==> src/rtl/attack_seq_pkg.sv <==
// Shared definitions for the attack sequencer: state codes, default cycle
// counts and a helper that classifies the armed, motor-driving states.
package attack_seq_pkg;

    localparam int unsigned STATE_W = 3;
    localparam int unsigned SHOT_W  = 8;

    typedef enum logic [STATE_W-1:0] {
        ST_IDLE   = 3'd0,
        ST_FIND   = 3'd1,
        ST_PURSUE = 3'd2,
        ST_FIRE   = 3'd3,
        ST_TURN   = 3'd4,
        ST_FAULT  = 3'd5
    } state_e;

    localparam int unsigned DEF_FIND_TIMEOUT   = 200_000_000;
    localparam int unsigned DEF_LOSS_CYCLES    = 5_000_000;
    localparam int unsigned DEF_FIRE_CYCLES    = 10_000_000;
    localparam int unsigned DEF_TURN_CYCLES    = 50_000_000;
    localparam int unsigned DEF_LOCKOUT_CYCLES = 100_000_000;
    localparam int unsigned DEF_CNT_W          = 32;
    localparam int unsigned DEF_MAX_SHOTS      = 3;

    // States in which an overcurrent event forces the lockout.
    function automatic logic is_active(input state_e s);
        return (s == ST_FIND) || (s == ST_PURSUE) || (s == ST_FIRE) || (s == ST_TURN);
    endfunction

endpackage

==> src/rtl/attack_sequencer_phase_timer.sv <==
// phase_timer: shared phase counter for the attack sequencer.
// Ports:
//   clk, rst    - clock, synchronous active-high reset
//   clr         - clear the count to zero (wins over en)
//   en          - count up by one this cycle
//   terminal    - compare value for the current phase
//   done_c      - combinational flag, count equals terminal
module phase_timer #(
    parameter int unsigned CNT_W = 32
) (
    input  logic             clk,
    input  logic             rst,
    input  logic             clr,
    input  logic             en,
    input  logic [CNT_W-1:0] terminal,
    output logic             done_c
);

    logic [CNT_W-1:0] count_q;
    logic [CNT_W-1:0] count_d;

    // Next count: clear has priority over increment.
    always_comb begin
        count_d = count_q;
        if (clr) begin
            count_d = '0;
        end else if (en) begin
            count_d = count_q + CNT_W'(1);
        end
    end

    always_ff @(posedge clk) begin
        if (rst) begin
            count_q <= '0;
        end else begin
            count_q <= count_d;
        end
    end

    assign done_c = (count_q == terminal);

endmodule

==> src/rtl/attack_sequencer.sv <==
// attack_sequencer: timed mode sequencer for the tank drive/turret mux.
// Selects find vs pursue/turn datapath (pr), the turn drive pattern
// (turn_start) and triggers the turret (fire).
// Ports:
//   clk, rst                 - clock, synchronous active-high reset
//   enable, attack_start     - master enable and arm switches
//   target_lock              - both IR finals asserted
//   border_detect            - firing line reached
//   overcurrent              - H-bridge overcurrent flag
//   pr, turn_start, fire     - registered Moore mode outputs
//   state                    - current state code for LEDs
//   shot_count               - shots since arm, saturating at 255
// Optional build macro SHOT_LIMIT_EN: adds MAX_SHOTS; the FIRE that
// completes with shot_count==MAX_SHOTS returns to IDLE, and re-arming then
// needs attack_start to be released and pressed again.
module attack_sequencer
    import attack_seq_pkg::*;
#(
    parameter int unsigned FIND_TIMEOUT   = DEF_FIND_TIMEOUT,
    parameter int unsigned LOSS_CYCLES    = DEF_LOSS_CYCLES,
    parameter int unsigned FIRE_CYCLES    = DEF_FIRE_CYCLES,
    parameter int unsigned TURN_CYCLES    = DEF_TURN_CYCLES,
    parameter int unsigned LOCKOUT_CYCLES = DEF_LOCKOUT_CYCLES,
    parameter int unsigned CNT_W          = DEF_CNT_W
`ifdef SHOT_LIMIT_EN
    ,
    parameter int unsigned MAX_SHOTS      = DEF_MAX_SHOTS
`endif
) (
    input  logic       clk,
    input  logic       rst,
    input  logic       enable,
    input  logic       attack_start,
    input  logic       target_lock,
    input  logic       border_detect,
    input  logic       overcurrent,
    output logic       pr,
    output logic       turn_start,
    output logic       fire,
    output logic [2:0] state,
    output logic [7:0] shot_count
);

    localparam logic [CNT_W-1:0] FIND_TC = CNT_W'(FIND_TIMEOUT - 1);
    localparam logic [CNT_W-1:0] LOSS_TC = CNT_W'(LOSS_CYCLES - 1);
    localparam logic [CNT_W-1:0] FIRE_TC = CNT_W'(FIRE_CYCLES - 1);
    localparam logic [CNT_W-1:0] TURN_TC = CNT_W'(TURN_CYCLES - 1);
    localparam logic [CNT_W-1:0] LOCK_TC = CNT_W'(LOCKOUT_CYCLES - 1);
    localparam logic [SHOT_W-1:0] SHOT_SAT = '1;

    state_e            state_q;
    state_e            state_d;
    logic [SHOT_W-1:0] shot_q;
    logic [SHOT_W-1:0] shot_d;
    logic              pr_q;
    logic              pr_d;
    logic              turn_q;
    logic              turn_d;
    logic              fire_q;
    logic              fire_d;

    logic              arm_c;
    logic              tc_c;
    logic              tmr_clr_c;
    logic              tmr_en_c;
    logic [CNT_W-1:0]  terminal_c;

`ifdef SHOT_LIMIT_EN
    logic              limit_hold_q;
    logic              limit_hold_d;
    logic              shot_limit_hit_c;

    assign shot_limit_hit_c = (shot_q == SHOT_W'(MAX_SHOTS));
`endif

    assign arm_c = enable & attack_start;

    // Terminal count for the phase being timed.
    always_comb begin
        terminal_c = '0;
        case (state_q)
            ST_FIND:   terminal_c = FIND_TC;
            ST_PURSUE: terminal_c = LOSS_TC;
            ST_FIRE:   terminal_c = FIRE_TC;
            ST_TURN:   terminal_c = TURN_TC;
            ST_FAULT:  terminal_c = LOCK_TC;
            default:   terminal_c = '0;
        endcase
    end

    // In PURSUE the counter measures the current run of lost-lock cycles.
    assign tmr_clr_c = (state_d != state_q) || ((state_q == ST_PURSUE) && target_lock);
    assign tmr_en_c  = (state_q != ST_IDLE);

    phase_timer #(
        .CNT_W (CNT_W)
    ) u_phase_timer (
        .clk      (clk),
        .rst      (rst),
        .clr      (tmr_clr_c),
        .en       (tmr_en_c),
        .terminal (terminal_c),
        .done_c   (tc_c)
    );

    // State and output registers.
    always_ff @(posedge clk) begin
        if (rst) begin
            state_q      <= ST_IDLE;
            shot_q       <= '0;
            pr_q         <= 1'b0;
            turn_q       <= 1'b0;
            fire_q       <= 1'b0;
`ifdef SHOT_LIMIT_EN
            limit_hold_q <= 1'b0;
`endif
        end else begin
            state_q      <= state_d;
            shot_q       <= shot_d;
            pr_q         <= pr_d;
            turn_q       <= turn_d;
            fire_q       <= fire_d;
`ifdef SHOT_LIMIT_EN
            limit_hold_q <= limit_hold_d;
`endif
        end
    end

    // Next state: disarm, then overcurrent, then per-state transitions.
    always_comb begin
        state_d = state_q;
        if ((state_q != ST_FAULT) && !arm_c) begin
            state_d = ST_IDLE;
        end else if (overcurrent && is_active(state_q)) begin
            state_d = ST_FAULT;
        end else begin
            case (state_q)
                ST_IDLE: begin
                    // Reaching here implies the switches are armed.
`ifdef SHOT_LIMIT_EN
                    if (!limit_hold_q) begin
                        state_d = ST_FIND;
                    end
`else
                    state_d = ST_FIND;
`endif
                end
                ST_FIND: begin
                    if (target_lock) begin
                        state_d = ST_PURSUE;
                    end else if (tc_c) begin
                        state_d = ST_TURN;
                    end
                end
                ST_PURSUE: begin
                    if (border_detect) begin
                        state_d = ST_FIRE;
                    end else if (!target_lock && tc_c) begin
                        state_d = ST_FIND;
                    end
                end
                ST_FIRE: begin
                    if (tc_c) begin
`ifdef SHOT_LIMIT_EN
                        state_d = shot_limit_hit_c ? ST_IDLE : ST_TURN;
`else
                        state_d = ST_TURN;
`endif
                    end
                end
                ST_TURN: begin
                    if (tc_c) begin
                        state_d = ST_FIND;
                    end
                end
                ST_FAULT: begin
                    if (tc_c) begin
                        state_d = ST_IDLE;
                    end
                end
                default: state_d = ST_IDLE;
            endcase
        end
    end

    // Outputs decoded from the next state so they register alongside it.
    always_comb begin
        pr_d   = 1'b0;
        turn_d = 1'b0;
        fire_d = 1'b0;
        shot_d = shot_q;
        case (state_d)
            ST_PURSUE: pr_d = 1'b1;
            ST_FIRE: begin
                pr_d   = 1'b1;
                fire_d = 1'b1;
            end
            ST_TURN: begin
                pr_d   = 1'b1;
                turn_d = 1'b1;
            end
            default: ;
        endcase
        // Count is zero throughout IDLE; bumps once on FIRE entry.
        if (state_d == ST_IDLE) begin
            shot_d = '0;
        end else if ((state_d == ST_FIRE) && (state_q != ST_FIRE) && (shot_q != SHOT_SAT)) begin
            shot_d = shot_q + SHOT_W'(1);
        end
    end

`ifdef SHOT_LIMIT_EN
    // With the switches still armed, FIRE -> IDLE only happens on the shot limit.
    always_comb begin
        limit_hold_d = limit_hold_q;
        if (!attack_start) begin
            limit_hold_d = 1'b0;
        end else if ((state_q == ST_FIRE) && (state_d == ST_IDLE) && arm_c) begin
            limit_hold_d = 1'b1;
        end
    end
`endif

    assign pr         = pr_q;
    assign turn_start = turn_q;
    assign fire       = fire_q;
    assign state      = state_q;
    assign shot_count = shot_q;

endmodule
==> config.mk <==
export PLATFORM = sky130hd
export DESIGN_NAME = attack_sequencer
export DESIGN_NICKNAME = d
export VERILOG_FILES = /design/src/rtl/attack_seq_pkg.sv /design/src/rtl/attack_sequencer_phase_timer.sv /design/src/rtl/attack_sequencer.sv
export SDC_FILE = /design/constraint.sdc
export NUM_CORES = 1
export LEC_CHECK = 0
export ABC_CLOCK_PERIOD_IN_PS = 4360
export BUFFER_PORTS_ARGS = -buffer_cell sky130_fd_sc_hd__buf_2
export CAP_MARGIN = 20
export CORE_UTILIZATION = 35
export DETAILED_ROUTE_END_ITERATION = 6
export HOLD_SLACK_MARGIN = 0.02
export PLACE_DENSITY_LB_ADDON = 0.2
export SYNTH_ARGS = -nofsm -noshare
export SYNTH_HDL_FRONTEND = slang
export SYNTH_HIERARCHICAL = 1
export SYNTH_SLANG_ARGS = --single-unit
==> constraint.sdc <==
create_clock -name clk -period 4.36 [get_ports clk]
set_input_delay 0.436 -clock clk [delete_from_list [all_inputs] [get_ports clk]]
set_output_delay 0.436 -clock clk [all_outputs]
set_load 0.02 [all_outputs]
# --- Yosys cells after proc, flatten, opt, wreduce, memory -nomap -nowiden ---
# Cells that the tools add are included.
word_totals:
  ff_bits: 46
  latchBits: 0
  mem_bits_rw: 0
  mem_bits_ro: 0
  input_bits: 7
  n_memories: 0
classes:
  n_addsub: 2
  n_mul: 0
  n_div: 0
  order_cmp: 0
  n_eq_ne: 13
  shift: 0
  n_mux: 13
  bitwise: 1
  n_reduce_logical: 18
ops:
  columns: ["cell", "count"]
  rows:
  - ["$pmux W28 S5", 1]
  - ["$add A32 B1 Y32 const B", 1]
  - ["$eq A32 B28 Y1", 1]
  - ["$mux W3", 8]
  - ["$pmux W3 S6", 1]
  - ["$eq A3 B2 Y1 const B", 4]
  - ["$eq A3 B3 Y1 const B", 3]
  - ["$add A8 B1 Y8 const B", 1]
  - ["$ne A8 B8 Y1 const B", 1]
  - ["$logic_and A1 B1 Y1", 6]
  - ["$logic_not A3 Y1", 2]
  - ["$logic_or A1 B1 Y1", 4]
  - ["$reduce_or A2 Y1", 2]
  - ["$eq A3 B1 Y1 const B", 1]
  - ["$mux W1", 3]
  - ["$ne A3 B2 Y1 const B", 1]
  - ["$ne A3 B3 Y1", 1]
  - ["$ne A3 B3 Y1 const B", 1]
  - ["$reduce_bool A3 Y1", 1]
  - ["$reduce_or A3 Y1", 1]
  - ["$logic_not A1 Y1", 2]
  - ["$and A1 B1 Y1", 1]

# --- Depth between registers and ports, before layout ---
logic_depth:
  word_depth: 12
  ltp_mapped: 20
  ltp_nobuf: 20

# --- Modules after synthesis ---
# Netlist, hierarchy kept.
by_module_without_submodules:
  columns: ["mod", "n_inst", "cells_each", "area_per_inst_um2"]
  rows:
  - ["phase_timer", 1, 222, 1904.3]
  - ["attack_sequencer", 1, 127, 991.0]

# --- Worst setup path before layout ---
# No wires, ideal clock.
synth_timing:
  path_kind: "register to register"
  start: "register state_q[1] (netlist: state[1])"
  end: "register u_phase_timer.count_q[10]"
  arrival_ns: 4.210
  t_required_ns: 4.232
  setup_slack_ns: 0.023
  stages_incl_launch_ff: 20
  period_less_slack_ns: 4.337
  path_cell_list: "dfxtp_1 -> inv_1 -> ha_1 -> nand2b_1 -> nor3_1 -> or2_2 -> nand2b_1 -> xor2_1 -> nor4_1 -> nand4_1 -> nor2_1 -> o21ai_0 -> o311a_1 -> a21oi_2 -> mux2i_1 -> a211o_1 -> or2_0 -> clkbuf_1 -> clkbuf_1 -> nor2_1"
synth_between:
  elab_chain_cells: 12
  elab_cells_between_ends: 29
synth_rtl:
  columns: ["element", "line", "source"]
  rows:
  - ["start, declared", "attack_sequencer.sv:51", "state_e state_q;"]
  - ["start signal, assigned", "attack_sequencer.sv:118", "state_q <= state_d;"]
  - ["$eq A3 B3 Y1, or another cell as far along", "attack_sequencer.sv:81", "case (state_q)"]
  - ["$pmux W28 S5 *", "attack_sequencer.sv:81", null]
  - ["via terminal_c[11]", "attack_sequencer.sv:66", "logic [CNT_W-1:0] terminal_c;"]
  - ["$eq A32 B28 Y1 *", "attack_sequencer_phase_timer.sv:40", "assign done_c = (count_q == terminal);"]
  - ["via tc_c", "attack_sequencer.sv:63", "logic tc_c;"]
  - ["$logic_and A1 B1 Y1", "attack_sequencer.sv:158", "end else if (!target_lock && tc_c) begin"]
  - ["$mux W3", "attack_sequencer.sv:158", null]
  - ["$mux W3", "attack_sequencer.sv:156", "if (border_detect) begin"]
  - ["$pmux W3 S6 *", "attack_sequencer.sv:137", "case (state_q)"]
  - ["$mux W3 *", "attack_sequencer.sv:134", "end else if (overcurrent && is_active(state_q)) begin"]
  - ["$mux W3 *", "attack_sequencer.sv:132", "if ((state_q != ST_FAULT) && !arm_c) begin"]
  - ["$ne A3 B3 Y1 *", "attack_sequencer.sv:92", "assign tmr_clr_c = (state_d != state_q) || ((state_q == ST_PURSUE) && target_lock);"]
  - ["$logic_or A1 B1 Y1 *", "attack_sequencer.sv:92", null]
  - ["via tmr_clr_c", "attack_sequencer.sv:64", "logic tmr_clr_c;"]
  - ["$reduce_or A2 Y1 (no line) *", null, null]
  - ["end signal, assigned", "attack_sequencer_phase_timer.sv:36", "count_q <= count_d;"]
  - ["end, declared", "attack_sequencer_phase_timer.sv:19", "logic [CNT_W-1:0] count_q;"]
# The timed path passes the listed nets; every way through them passes the cells marked *.
# A chain may end at the register's enable or synchronous reset.

# --- Worst setup path in the final report ---
layout_timing:
  start: "register state_q[1] (netlist: state[1])"
  end: "register u_phase_timer.count_q[7]"
# Same word-level chain as after synthesis.

==> metrics.yaml <==
yosys:
  yosys_register_bits: 46
  ys_warn_count: 6
  post_synthesis_cell_area_um2: 2900
  synthCells: 349
  synth.avg_cell_area_um2: 8.30
  asyncSetResetFlopFracSynth: 0
  synth_cell_type_count: 53
  synth-edff-count: 0
  synth_flop_cell: "sky130_fd_sc_hd__dfxtp_1"
  synth-seq-area-share: 0.318
power:
  vdd_ir_drop_max_uv: 123
  power.density_nw_per_um2: 251
  leakage_nw: 1.32
clock_tree:
  clock_latency_on_the_worst_skew_pair_ns: 0.30
  tritoncts: "done"
  clk_pin_slew_worst_paths_ns: 0.09
  clock_path_buffers: 2
  cts.repair.resized: 0
  numCtsBuffers: 5
  cts_post_setup_buffers_inserted: 0
  cts_hold_buffers: 0
  clock_tree_root_buffer_cell: "sky130_fd_sc_hd__clkbuf_8"
  htree_levels: 2
  cts.sink_count: 46
drt:
  drt_pre_antenna_iters: 4
  routed_length_per_placed_instance_um: 14.3
  drt-vias-per-instance: 5.42
  violation_count_after_the_first_detailed_route_iteration: 152
  vias: 2578
  routed_wl_um: 6810
  drc_errors: 0
  route.antenna.remaining_nets: 0
finish:
  num_antenna_cells: 0
  utilization: 0.414
  final_cell_mix: "sky130_fd_sc_hd__dfxtp_1 (46), sky130_fd_sc_hd__xor2_1 (39), sky130_fd_sc_hd__nor2_1 (34), sky130_fd_sc_hd__a21oi_1 (24), sky130_fd_sc_hd__nand2_1 (23)"
  mostFrequentLayoutCell: "sky130_fd_sc_hd__dfxtp_1"
  area_growth_pct: 12.1
  finish.net_count: 387
  post_route_cells_drive_above_1_share: 0.147
  fillers: 820
min_path:
  timing.hold.worst_path_depth: 2
  min_from: "rst"
  timing.hold.worst.class: "in2reg"
  whs_endpoint: "pr"
global_route:
  gr-total-overflow: 0
  grt.total_usage: 0.171
  first_global_vias: 2391
  first_pass_grt_wire_length_um: 11900
  maximum_number_of_pins_on_one_net_before_global_route_repair: 28
  initial_antenna_violation_count: 0
setup_path:
  timing.critical_path.buf_inv: 3
  worstSetupEndpointType: "flop"
  cp_slowest_cell: "sky130_fd_sc_hd__or2_2"
  worstSetupStartpointType: "flop"
  critical_path.reg2reg.endpoint: "u_phase_timer/count_q[7]"
  critical_path.cell_chain: "inv_1 > ha_1 > nand2b_1 > nor3_1 > or2_2 > nand2b_1 > xor2_1 > nor4_1 > nand4_1 > nor2_1 > buf_4 > nor2_1 > o21ai_0 > o311a_1 > a21oi_2 > mux2i_1 > a211o_1 > or2_2 > buf_12 > a21oi_1"
  worst_path_dominant_cell_family: "simple AND/OR/NAND/NOR gates"
  timing.critical_path.arrival_ns: 4.24
  timing.rr.start: "state[1]"
  critPathMaxStageDelay_ns: 0.44
  timing.setup.critical_path_class: "reg2reg"
  regToRegSetupSlack_ns: 0.36
  worst_ep_required_time_ns: 4.59
  rr_worst_depth: 20
  critical_path.max_fanout: 19
sta:
  slew-limit-headroom: 0.459
  setup-tns-final_ns: 0
  tightestPinTransition_ns: 0.804
  finalHoldViolCount: 0
  fin_hold_ws_ns: 0.412
  setup_violations: 0
  finalClockSkew_ns: 0.0101
  slew_violations: 0
  portion_of_the_clock_cycle_consumed_by_the_worst_path_in_the_final_layout: 0.918
  finalWorstPathRequiredPeriod_ns: 4.00
  max_freq_ghz: 0.250
  grt_setup_unrepaired: "false"
run_status:
  status: "finished clean"
placement:
  io_buffers: 20
  finalWeightedCongestion: 0.863
  place.detailed.hpwl_um: 5090
flow_run:
  maxCapViolations: 0
die:
  rows: 32
  start_util: 0.369
  core_region_area_um2: 7850
  pin_count: 21
  area_of_the_die_um2: 8640
  chipWidth_um: 93.0
  die_h_um: 93.0
area by class of cell:
cell class	count	area, µm²	share of cell area
multi-input combinational	278	1850	0.568
sequential	46	921	0.284
timing repair buffer	33	210	0.0647
tap	102	128	0.0393
clock buffer	5	68.8	0.0212
clock inverter	3	40.0	0.0123
inverter	9	33.8	0.0104
metrics by stage:
step	cell area, µm²	setup slack, ns	instances	power (mW)
finish	3250	0.357	476	0.816
global route	3250	0.0623	476	0.852
CTS	3250	0.0997	476	0.825
detailed placement	3140	0.148	468	0.505
global placement	3140	0.229	468	0.506
floorplan	2910	0.0226	352	0.482
worst max path at each step:
stage	startpoint	to	slack (ns)	cells after the start
after floorplan	state[1]	u_phase_timer/count_q[10]	0.02	19
after global placement	state[2]	u_phase_timer/count_q[16]	0.23	19
after detailed placement	state[1]	u_phase_timer/count_q[27]	0.15	19
after CTS	state[1]	u_phase_timer/count_q[16]	0.1	19
after global routing	state[1]	u_phase_timer/count_q[14]	0.06	20
final	state[1]	u_phase_timer/count_q[7]	0.36	20
synth_stat cells, drive strengths merged, types with 3 or more instances:
library cell,number,area [µm²]
buf,9,68.8
and3,4,25.0
nand3,16,90.1
a21oi,25,129
mux2i,3,30.0
nor2b,3,18.8
or4,14,109
o21ai,8,40.0
o31ai,13,97.6
nand2b,6,37.5
nand4,13,103
nand2,23,86.3
nor3,5,25.0
dfxtp,46,921
inv,9,33.8
xnor2,12,105
and4,5,43.8
ha,7,87.6
xor2,39,342
or2,4,25.0
or3,3,23.8
clkbuf,10,37.5
nor4,16,115
nor2,34,128
registers in the layout, summed over array words and instances (netlist names):
register and count:
turn_start 1, fire 1, pr 1, u_phase_timer/count_q 32
state 3, shot_count 8
metal layers:
| layer | part of all wire | GRT usage | vias up |
|---|---|---|---|
| met2 | 0.45 | 0.270 | 44 |
| met1 | 0.51 | 0.241 | 1217 |
| met4 | 0.0075 | 0.0385 | 0 |
| met5 | 0 | 0 | - |
| met3 | 0.034 | 0.0296 | 7 |
| li1 | - | - | 1310 |
cells by family (layout without fill, tap and decap cells):
group	after synthesis	after routing	synth area share
xor gates and xnor gates	51	51	0.154
AOI/OAI and AO/OA	63	63	0.141
buffers and inverters	28	50	0.0484
and+or+nand+nor	150	150	0.296
muxes	3	3	0.0104
other	1	4	0.00130
DFF	46	46	0.318
adders and majority gates	7	7	0.0302
power breakdown:
group	switching, mW	internal, mW
Sequential	0.00217	0.421
Combinational	0.0436	0.0291
Clock	0.151	0.169
worst register-to-register path, cell delays in order (launching register included):
cell and delay [ns]:
sky130_fd_sc_hd__dfxtp_1 0.33, sky130_fd_sc_hd__inv_1 0.05, sky130_fd_sc_hd__ha_1 0.32, sky130_fd_sc_hd__nand2b_1 0.15, sky130_fd_sc_hd__nor3_1 0.07, sky130_fd_sc_hd__or2_2 0.31, sky130_fd_sc_hd__nand2b_1 0.19, sky130_fd_sc_hd__xor2_1 0.16
sky130_fd_sc_hd__nor4_1 0.27, sky130_fd_sc_hd__nand4_1 0.13, sky130_fd_sc_hd__nor2_1 0.14, sky130_fd_sc_hd__buf_4 0.16, sky130_fd_sc_hd__nor2_1 0.04, sky130_fd_sc_hd__o21ai_0 0.13, sky130_fd_sc_hd__o311a_1 0.20, sky130_fd_sc_hd__a21oi_2 0.10
sky130_fd_sc_hd__mux2i_1 0.15, sky130_fd_sc_hd__a211o_1 0.27, sky130_fd_sc_hd__or2_2 0.44, sky130_fd_sc_hd__buf_12 0.21, sky130_fd_sc_hd__a21oi_1 0.11
No activity file was read; power rests on OpenSTA's default activity.
